**src/rtl/fifo_loc_tracker.sv**
```systemverilog
`default_nettype none
// ============================================================================
// Module      : fifo_loc_tracker
// Description : Single-clock FIFO occupancy tracker. Holds the write and read
//               pointers, issues the memory write/read strobes and addresses,
//               and keeps a registered count of free locations for the
//               downstream full/empty compare stage.
// Ports       : CLK          clock, rising edge
//               RST          asynchronous reset, active-low
//               CLR          synchronous flush, active-high
//               WR_EN/RD_EN  write / read requests
//               mem_wr_en    accepted-write strobe, mem_wr_addr = write pointer
//               mem_rd_en    accepted-read strobe,  mem_rd_addr = read pointer
//               empty_loc    registered free-location count, 0..2**ADDR_WIDTH
//               OVERFLOW     sticky, write requested while full
//               UNDERFLOW    sticky, read requested while empty
// Revision    : 1.0 - initial release
// ============================================================================
module fifo_loc_tracker #(
  parameter int ADDR_WIDTH = 4
) (
  input  logic                  CLK,
  input  logic                  RST,
  input  logic                  CLR,
  input  logic                  WR_EN,
  input  logic                  RD_EN,
  output logic                  mem_wr_en,
  output logic [ADDR_WIDTH-1:0] mem_wr_addr,
  output logic                  mem_rd_en,
  output logic [ADDR_WIDTH-1:0] mem_rd_addr,
  output logic [ADDR_WIDTH:0]   empty_loc,
  output logic                  OVERFLOW,
  output logic                  UNDERFLOW
);

  localparam logic [ADDR_WIDTH:0]   c_SIZE     = {1'b1, {ADDR_WIDTH{1'b0}}};
  localparam logic [ADDR_WIDTH:0]   c_ONE_CNT  = {{ADDR_WIDTH{1'b0}}, 1'b1};
  localparam logic [ADDR_WIDTH-1:0] c_ONE_PTR  = {{(ADDR_WIDTH-1){1'b0}}, 1'b1};

  logic [ADDR_WIDTH-1:0] r_wr_ptr;
  logic [ADDR_WIDTH-1:0] r_rd_ptr;
  logic [ADDR_WIDTH:0]   r_empty_loc;
  logic                  r_overflow;
  logic                  r_underflow;

  logic w_full;
  logic w_empty;
  logic w_wr_acc;
  logic w_rd_acc;

  // Full/empty come only from the registered count, so requests never feed
  // the acceptance decision combinationally through the count.
  assign w_full  = (r_empty_loc == '0);
  assign w_empty = (r_empty_loc == c_SIZE);

  // Gating with RST keeps the strobes low during reset even though the
  // reset count (SIZE) alone would not block a write.
  assign w_wr_acc = WR_EN & ~w_full  & ~CLR & RST;
  assign w_rd_acc = RD_EN & ~w_empty & ~CLR & RST;

  assign mem_wr_en   = w_wr_acc;
  assign mem_wr_addr = r_wr_ptr;
  assign mem_rd_en   = w_rd_acc;
  assign mem_rd_addr = r_rd_ptr;
  assign empty_loc   = r_empty_loc;
  assign OVERFLOW    = r_overflow;
  assign UNDERFLOW   = r_underflow;

  always_ff @(posedge CLK or negedge RST) begin
    if (!RST) begin
      r_wr_ptr    <= '0;
      r_rd_ptr    <= '0;
      r_empty_loc <= c_SIZE;
      r_overflow  <= 1'b0;
      r_underflow <= 1'b0;
    end else if (CLR) begin
      r_wr_ptr    <= '0;
      r_rd_ptr    <= '0;
      r_empty_loc <= c_SIZE;
      r_overflow  <= 1'b0;
      r_underflow <= 1'b0;
    end else begin
      // Pointers wrap naturally at ADDR_WIDTH bits.
      if (w_wr_acc) r_wr_ptr <= r_wr_ptr + c_ONE_PTR;
      if (w_rd_acc) r_rd_ptr <= r_rd_ptr + c_ONE_PTR;

      // Acceptance already excludes writes when full and reads when empty,
      // so the count cannot leave 0..SIZE.
      case ({w_wr_acc, w_rd_acc})
        2'b10:   r_empty_loc <= r_empty_loc - c_ONE_CNT;
        2'b01:   r_empty_loc <= r_empty_loc + c_ONE_CNT;
        default: r_empty_loc <= r_empty_loc;
      endcase

      if (WR_EN & w_full)  r_overflow  <= 1'b1;
      if (RD_EN & w_empty) r_underflow <= 1'b1;
    end
  end

endmodule
`default_nettype wire

```
**config.mk**
```make
export PLATFORM = sky130hd
export DESIGN_NAME = fifo_loc_tracker
export DESIGN_NICKNAME = d
export VERILOG_FILES = /design/src/rtl/fifo_loc_tracker.sv
export SDC_FILE = /design/constraint.sdc
export NUM_CORES = 1
export LEC_CHECK = 0
export BUFFER_PORTS_ARGS = -buffer_cell sky130_fd_sc_hd__buf_2
export CAP_MARGIN = 20
export CORE_ASPECT_RATIO = 1.25
export CORE_MARGIN = 1
export CORE_UTILIZATION = 35
export DETAILED_ROUTE_END_ITERATION = 12
export HOLD_SLACK_MARGIN = 0.08
export PLACE_DENSITY = 0.7
export SLEW_MARGIN = 20
export SYNTH_ARGS = -nofsm -noshare
export SYNTH_HDL_FRONTEND = slang
export SYNTH_SLANG_ARGS = --single-unit
```
**constraint.sdc**
```tcl
create_clock -name CLK -period 2.3 [get_ports CLK]
set_input_delay 0.46 -clock CLK [delete_from_list [all_inputs] [get_ports CLK]]
set_output_delay 0.46 -clock CLK [all_outputs]
set_load 0.005 [all_outputs]
```
After elaboration in Yosys (flattened, before gate mapping)

Cells that the tools add are included.

Register bits after elaboration: 15
Input port bits: 5
Output and inout port bits: 17
Word-level logic and storage cells: 39

Add/sub/neg operators: 4
Equal/unequal tests: 3
Muxes and demuxes: 10
Bitwise logic cells: 11
Reductions and logical operators: 6

Operator list:

| cell                | number |
|---|---|
| $mux 4              | 4 |
| $pmux 5 s2          | 1 |
| $add 4x1->4 const B | 2 |
| $and 1x1->1         | 8 |
| $reduce_bool 2->1   | 4 |
| $add 5x1->5 const B | 1 |
| $eq 5x5->1 const B  | 1 |
| $logic_not 5->1     | 1 |
| $mux 5              | 1 |
| $sub 5x1->5 const B | 1 |
| $mux 1              | 4 |
| $not 1->1           | 3 |
| $reduce_bool 3->1   | 1 |
| $eq 2x1->1 const B  | 1 |
| $eq 2x2->1 const B  | 1 |

Logic depth before layout (Yosys ltp)

Gate-level depths: netlist of the first run.

Depth in word-level cells: 8
Depth in mapped cells: 9

Least setup slack after synthesis of the first run

Ideal clock, no wire load.

Path kind: register to register
From: register r_empty_loc[1], in the netlist empty_loc[1]
To: register r_empty_loc[4], in the netlist empty_loc[4]
Library setup time: 64 ps
Data arrival time: 2440 ps
Data required time: 2236 ps
Path slack: -204 ps
Stages on the path, launching flop included: 10
Buffers on the path: 0
Path through: dfrtp_1 > o41a_1 > a211oi_2 > inv_1 > fa_1 > a21o_1 > a21oi_1 > xnor2_1 > or3_1 > nand3_1

Word-level cells in the longest chain between the ends: 8
Elaborated cells on any way between the ends: 17
Classes of those cells: add/sub: 2; eq/ne: 3; mux: 2; bitwise: 8; reduce/logical: 2

Ends and longest elaborated chain:

| element                                            | line   | RTL |
|---|---|---|
| from (decl)                                        | 42     | `logic [ADDR_WIDTH:0] r_empty_loc;` |
| from (signal assigned)                             | 73     | `r_empty_loc <= c_SIZE;` |
| from (signal assigned)                             | 79     | `r_empty_loc <= c_SIZE;` |
| from (signal assigned)                             | 90     | `2'b10: r_empty_loc <= r_empty_loc - c_ONE_CNT;` |
| $eq 5x5->1 or $logic_not 5->1 (tied branches)      | 54, 53 |  |
| $not 1->1, on equally long branches                | 59, 58 |  |
| $and 1x1->1, on equally long branches (3 in a row) | 59, 58 |  |
| $eq 2x1->1 or $eq 2x2->1 (tied branches)           | 89     | `case ({w_wr_acc, w_rd_acc})` |
| $pmux 5 s2                                         | 89     |  |
| $mux 5                                             | 76     | `end else if (CLR) begin` |

Parallel ways exist; a longest one is shown, timed or not.
A chain may end at the register's enable or synchronous reset.

Worst setup path after layout of the first run

From: register r_empty_loc[2], in the netlist empty_loc[2]
To: register r_empty_loc[4], in the netlist empty_loc[4]

Same word-level chain as after synthesis.

==> flow_metrics.env, run 1 <==
export IMPL_synth_area_leaders="dfrtp_1 (40%), ha_1 (8.5%), xor2_1 (5.9%), mux2i_1 (4.5%), nand2_1 (4.2%)"
export IMPL_async_reset_ff_frac=1.00
export IMPL_synth_cell_area_um2=886
export IMPL_failed_checks="negative setup slack"
export IMPL_critical_path_class="reg2reg"
export IMPL_path_max_fanout=3
export IMPL_synth_compound_area_frac=0.165
export IMPL_drtPass1Iterations=4
export IMPL_first_iter_violations=15
export IMPL_critPathRequiredTime_ns=2.52
export IMPL_clock_latency_ns=0.27
export IMPL_slew_violations=0
export IMPL_slowest_stage="o41a_1"
export IMPL_vias_per_cell=5.01
export IMPL_synth_top_family_by_area="compound AO/OA/AOI/OAI gates"
export IMPL_globalRouteOverflowTotal=0
export IMPL_core_area_mm2=0.00240
export IMPL_reg2reg_depth=9
export IMPL_r2r_end="empty_loc[4]$_DFFE_PN1P_"
export IMPL_io_buffers=21
export IMPL_area_growth_pct=35.5
export IMPL_fin_crit_ns=2.42
export IMPL_cts_tree="built"
export IMPL_postRouteAntennaNets=0
export IMPL_fin_skew_ns=0.00375
export IMPL_place_hpwl_mm=1.41
export IMPL_ys_seq_elements=15
export IMPL_synth_ff_type="dfrtp_1"
export IMPL_crit_path_end_kind="flip-flop"
export IMPL_grt_max_degree=19
export IMPL_drt_total_wl_mm=1.98
export IMPL_vias=777
export IMPL_yosysUniqueCellTypes=26
export IMPL_synth_cells=84
export IMPL_fp_row_count=20
export IMPL_yosysSeqAreaShare=0.425
export IMPL_worst_r2r_setup_slack_ns=-0.12
export IMPL_fillers=230
export IMPL_hold_buffers=0
export IMPL_die_h_um=58.2
export IMPL_track_usage=0.160
export IMPL_finalInstanceArea_mm2=0.00120
export IMPL_synthAdderAreaFrac=0.107
export IMPL_gp_congestion=0.781
export IMPL_worst_pin_slew_ns=0.369
export IMPL_muxShareOfSynthArea=0.0452
export IMPL_nNetsFinal=135
export IMPL_p_leak_nw=0.600
export IMPL_power_total_w=0.00137
export IMPL_yosys_area_top_type="dfrtp_1"
export IMPL_dieArea_mm2=0.00274
export IMPL_rsz0062_at_grt="yes"
export IMPL_synth_most_common_cell="dfrtp_1"
export IMPL_ios=22
export IMPL_synth_common_cells="dfrtp_1 (14), nand2_1 (10), nor2_1 (9)"
export IMPL_period_share=1.05
export IMPL_synth_top_cell_area_share=0.395
export IMPL_fin_ws_ns=-0.125
export IMPL_cp_num_buf_inv=1
export IMPL_max_slew_margin_rel=0.754
export IMPL_cts_buffers=3
export IMPL_yosysWarningCount=0
export IMPL_final_seq_area_um2=380
export IMPL_syn_area_per_cell_um2=10.5
export IMPL_pwr_density_cell_mw_per_mm2=1140
export IMPL_startpoint_type="flip-flop"
export IMPL_setup_violations=1
export IMPL_vdd_drop_max_v=0.000760
export IMPL_final_hold_viol_count=0
export IMPL_root_buffer="clkbuf_4"
export IMPL_cp_top_family="compound AO/OA/AOI/OAI gates"
export IMPL_cts_path_max_buffers=2
export IMPL_worstPathArrival_ns=2.64
export IMPL_drc=0
export IMPL_hold_path_class="in2async"
export IMPL_clock_sinks=15
export IMPL_start_util=0.369
export IMPL_timing_fmax_mhz=412
export IMPL_num_antenna_cells=0
export IMPL_drive_gt1_frac=0.443
export IMPL_status="finished, violations left"
export IMPL_wl_per_cell_um=12.8
export IMPL_htreeDepth=1
export IMPL_max_stage_delay_ns=0.45
export IMPL_synth_edff_count=0
export IMPL_grt_pass1_wl_mm=3.11
export IMPL_r2r_start="empty_loc[2]$_DFFE_PN0P_"
export IMPL_antenna_found_initial=0
export IMPL_clk_pin_slew_ns=0.09
export IMPL_first_global_vias=725
export IMPL_die_w_um=47.0
export IMPL_maxCapViolCount=0
export IMPL_multiInputGateArea_um2=522
export IMPL_path_cells="o41a_1 -> a211oi_2 -> inv_2 -> fa_2 -> a21o_1 -> a21oi_2 -> xnor2_1 -> or3_1 -> nand3_1"
export IMPL_synth_xor_area_frac=0.0692
export IMPL_syn_nets=96
export IMPL_placed_area_mm2=0.00112
export IMPL_yosys_area_share_simple=0.162
power breakdown:
group	switching (W)	internal (W)	total [W]
sequential	0.0000611	0.000335	0.000396
clock	0.0000830	0.0000643	0.000147
combinational	0.000415	0.000414	0.000828
total	0.000559	0.000813	0.00137
how the worst max path moves through the flow:
stage | cells past startpoint | slack, ns | endpoint | startpoint
after floorplan | 9 | -0.12 | empty_loc[4]$_DFFE_PN1P_ | empty_loc[0]$_DFFE_PN0P_
after global placement | 9 | -0.06 | empty_loc[4]$_DFFE_PN1P_ | empty_loc[2]$_DFFE_PN0P_
after detailed placement | 9 | -0.10 | empty_loc[4]$_DFFE_PN1P_ | empty_loc[2]$_DFFE_PN0P_
after CTS | 9 | -0.08 | empty_loc[4]$_DFFE_PN1P_ | empty_loc[1]$_DFFE_PN0P_
after global routing | 9 | -0.19 | empty_loc[4]$_DFFE_PN1P_ | empty_loc[2]$_DFFE_PN0P_
final | 9 | -0.12 | empty_loc[4]$_DFFE_PN1P_ | empty_loc[2]$_DFFE_PN0P_
cells in the final DEF, fill, tap and decap left out, types with 2 or more instances in the layout:
cell,netlist,final
xor2_1,6,6
ha_1,6,4
buf_4,0,14
nand4_1,2,2
clkbuf_4,0,3
dfrtp_1,14,11
nand2_1,10,10
a21oi_2,1,3
o21ai_0,4,4
mux2i_1,4,4
buf_2,0,21
a31oi_1,2,2
inv_1,5,4
dfrtp_2,0,3
nor2_1,9,9
nand3_1,5,5
ha_4,0,2
metrics by stage:
stage / cells / setup slack (ns) / utilization / hold slack, ns / setup TNS [ns]
after CTS: 153 / -0.0764 / 0.481 / 0.139 / -0.0764
after global placement: 148 / -0.0606 / 0.467 / 0.446 / -0.0606
final: 155 / -0.125 / 0.499 / 0.137 / -0.125
after detailed placement: 148 / -0.105 / 0.467 / 0.446 / -0.105
after global routing: 155 / -0.194 / 0.499 / 0.139 / -0.228
after floorplan: 84 / -0.121 / - / 0.164 / -0.121
layout make-up:
cell class / count / share of cell area
Sequential cell: 15 / 0.317
Clock inverter: 1 / 0.00417
Inverter: 5 / 0.0156
Clock buffer: 3 / 0.0188
Tap cell: 33 / 0.0344
Multi-Input combinational cell: 63 / 0.435
Timing Repair Buffer: 35 / 0.175
sequential cells by signal, summed over array words and instances (netlist names):
signal,flops
empty_loc,5
mem_rd_addr,4
mem_wr_addr,4
OVERFLOW,1
UNDERFLOW,1
timing repair:
action	CTS	global route
pin swaps	6	6
setup endpoints to repair	1	3
buffers inserted	1	2
gates resized for setup	0	3
logic make-up (layout without fill, tap and decap cells):
logic type / after synthesis / count (layout)
muxes: 4 / 4
and+or+nand+nor: 29 / 29
AOI/OAI and AO/OA: 16 / 16
adders and majority gates: 7 / 7
buffers and inverters: 6 / 44
xor gates and xnor gates: 7 / 7
DFF: 15 / 15
metal layers:
metal / vias up / wire, um / track usage
met5: - / 0 / 0
met4: 0 / 33 / 0.0694
met3: 4 / 68 / 0.0405
met2: 20 / 1010 / 0.264
met1: 382 / 872 / 0.189
li1: 371 / - / -
(Power assumes the default switching activity.)
==> run 2, diff against run 1 <==
SKIP_CTS_REPAIR_TIMING = 1   (was default)
==> flow_metrics.env, run 2 (synthesis gave the netlist of run 1 again) <==
export IMPL_largest_reg_flops=5
export IMPL_fin_crit_ns=2.38
export IMPL_worstPathArrival_ns=2.60
export IMPL_first_iter_violations=14
export IMPL_path_max_fanout=3
export IMPL_wl_per_cell_um=12.3
export IMPL_failed_checks="negative setup slack"
export IMPL_nNetsFinal=134
export IMPL_vias_per_cell=4.99
export IMPL_cts_path_max_buffers=2
export IMPL_p_leak_nw=0.593
export IMPL_area_growth_pct=31.4
export IMPL_core_area_mm2=0.00240
export IMPL_cts_tree="built"
export IMPL_slew_violations=0
export IMPL_fin_skew_ns=0.00414
export IMPL_globalRouteOverflowTotal=0
export IMPL_reg2reg_depth=9
export IMPL_drtPass1Iterations=4
export IMPL_vdd_drop_max_v=0.000768
export IMPL_cts_buffers=3
export IMPL_cp_depth=9
export IMPL_clock_sinks=15
export IMPL_most_common_layout_cells="buf_2 (21), buf_4 (13), dfrtp_1 (11)"
export IMPL_gp_congestion=0.781
export IMPL_final_hold_viol_count=0
export IMPL_io_buffers=21
export IMPL_status="finished, violations left"
export IMPL_worst_r2r_setup_slack_ns=-0.08
export IMPL_max_slew_margin_rel=0.667
export IMPL_die_w_um=47.0
export IMPL_cp_num_buf_inv=1
export IMPL_ios=22
export IMPL_place_hpwl_mm=1.41
export IMPL_grt_max_degree=19
export IMPL_drt_total_wl_mm=1.89
export IMPL_track_usage=0.157
export IMPL_postRouteAntennaNets=0
export IMPL_antenna_found_initial=0
export IMPL_stdcell_count=154
export IMPL_period_share=1.04
export IMPL_fin_ws_ns=-0.0842
export IMPL_final_common_cell="buf_2"
export IMPL_clock_latency_ns=0.27
export IMPL_vias=769
export IMPL_num_antenna_cells=0
export IMPL_max_stage_delay_ns=0.46
export IMPL_worst_pin_slew_ns=0.500
export IMPL_root_buffer="clkbuf_4"
export IMPL_fp_row_count=20
export IMPL_critPathRequiredTime_ns=2.52
export IMPL_critical_path_class="reg2reg"
export IMPL_drive_gt1_frac=0.413
export IMPL_maxCapViolCount=0
export IMPL_htreeDepth=1
export IMPL_cp_top_family="compound AO/OA/AOI/OAI gates"
export IMPL_rsz0062_at_grt="yes"
export IMPL_slowest_stage="o41a_1"
export IMPL_grt_pass1_wl_mm=3.06
export IMPL_crit_path_end_kind="flip-flop"
export IMPL_first_global_vias=713
export IMPL_timing_fmax_mhz=419
export IMPL_setup_violations=1
export IMPL_die_h_um=58.2
export IMPL_pwr_density_cell_mw_per_mm2=1140
export IMPL_startpoint_type="flip-flop"
export IMPL_fillers=232
export IMPL_hold_path_class="in2async"
export IMPL_drc=0
export IMPL_path_cells="o41a_1 -> a211oi_2 -> inv_2 -> fa_2 -> a21o_1 -> a21oi_2 -> xnor2_1 -> or3_1 -> nand3_1"
export IMPL_clk_pin_slew_ns=0.09
export IMPL_start_util=0.369
export IMPL_final_util=0.484
export IMPL_holdWs_ns=0.136
export IMPL_dp_cells=148
export IMPL_dieArea_mm2=0.00274
export IMPL_power_total_w=0.00133
[run 2: cell types whose count changed in the layout (fill, tap and decap cells not counted), sizes merged]
cell  change
buf       -1
[run 2: where the power goes]
| group | internal (W) | switching (W) |
|---|---|---|
| registers | 0.000334 | 0.0000603 |
| clock network | 0.0000643 | 0.0000832 |
| logic | 0.000390 | 0.000393 |
[run 2: worst register-to-register path, delay by kind of cell, from the launching register on]
kind | cells | cell delay [ns]
buffers and inverters | 1 | 0.09
xor gates and xnor gates | 1 | 0.09
and+or+nand+nor | 2 | 0.38
AOI/OAI and AO/OA | 4 | 1.01
adders and majority gates | 1 | 0.35
DFF | 1 | 0.43
[run 2: area by class of cell]
cell class,count,area (um2),area share
clock buffer,3,22.5,0.0194
clock inverter,1,5.00,0.00430
sequential,15,380,0.327
tap,33,41.3,0.0355
timing repair buffer,34,203,0.174
inverter,5,18.8,0.0161
multi-input combinational,63,493,0.424
[run 2: metal layers]
| metal | vias up | GRT usage | share of wire |
|---|---|---|---|
| met5 | - | 0 | 0 |
| met3 | 2 | 0.0405 | 0.038 |
| met2 | 20 | 0.264 | 0.49 |
| li1 | 370 | - | - |
| met4 | 0 | 0.0571 | 0.0074 |
| met1 | 377 | 0.188 | 0.47 |
[run 2: final timing paths]
kind                                            start                         end
max                          empty_loc[1]$_DFFE_PN0P_    empty_loc[4]$_DFFE_PN1P_
min                                               RST  mem_wr_addr[0]$_DFFE_PN0P_
max reg2reg                  empty_loc[1]$_DFFE_PN0P_    empty_loc[4]$_DFFE_PN1P_
min reg2reg                mem_rd_addr[3]$_DFFE_PN0P_  mem_rd_addr[3]$_DFFE_PN0P_
max in group asynchronous                         RST    empty_loc[4]$_DFFE_PN1P_
min in group CLK                                WR_EN        OVERFLOW$_DFFE_PN0P_
[run 2: stage by stage]
stage	setup TNS, ns	setup slack, ns	cell area (um2)
3_5_place_dp	-0.105	-0.105	1120
2_1_floorplan	-0.121	-0.121	896
3_3_place_gp	-0.0606	-0.0606	1120
4_1_cts	-0.138	-0.138	1150
6_report	-0.0842	-0.0842	1160
5_1_grt	-0.201	-0.160	1160
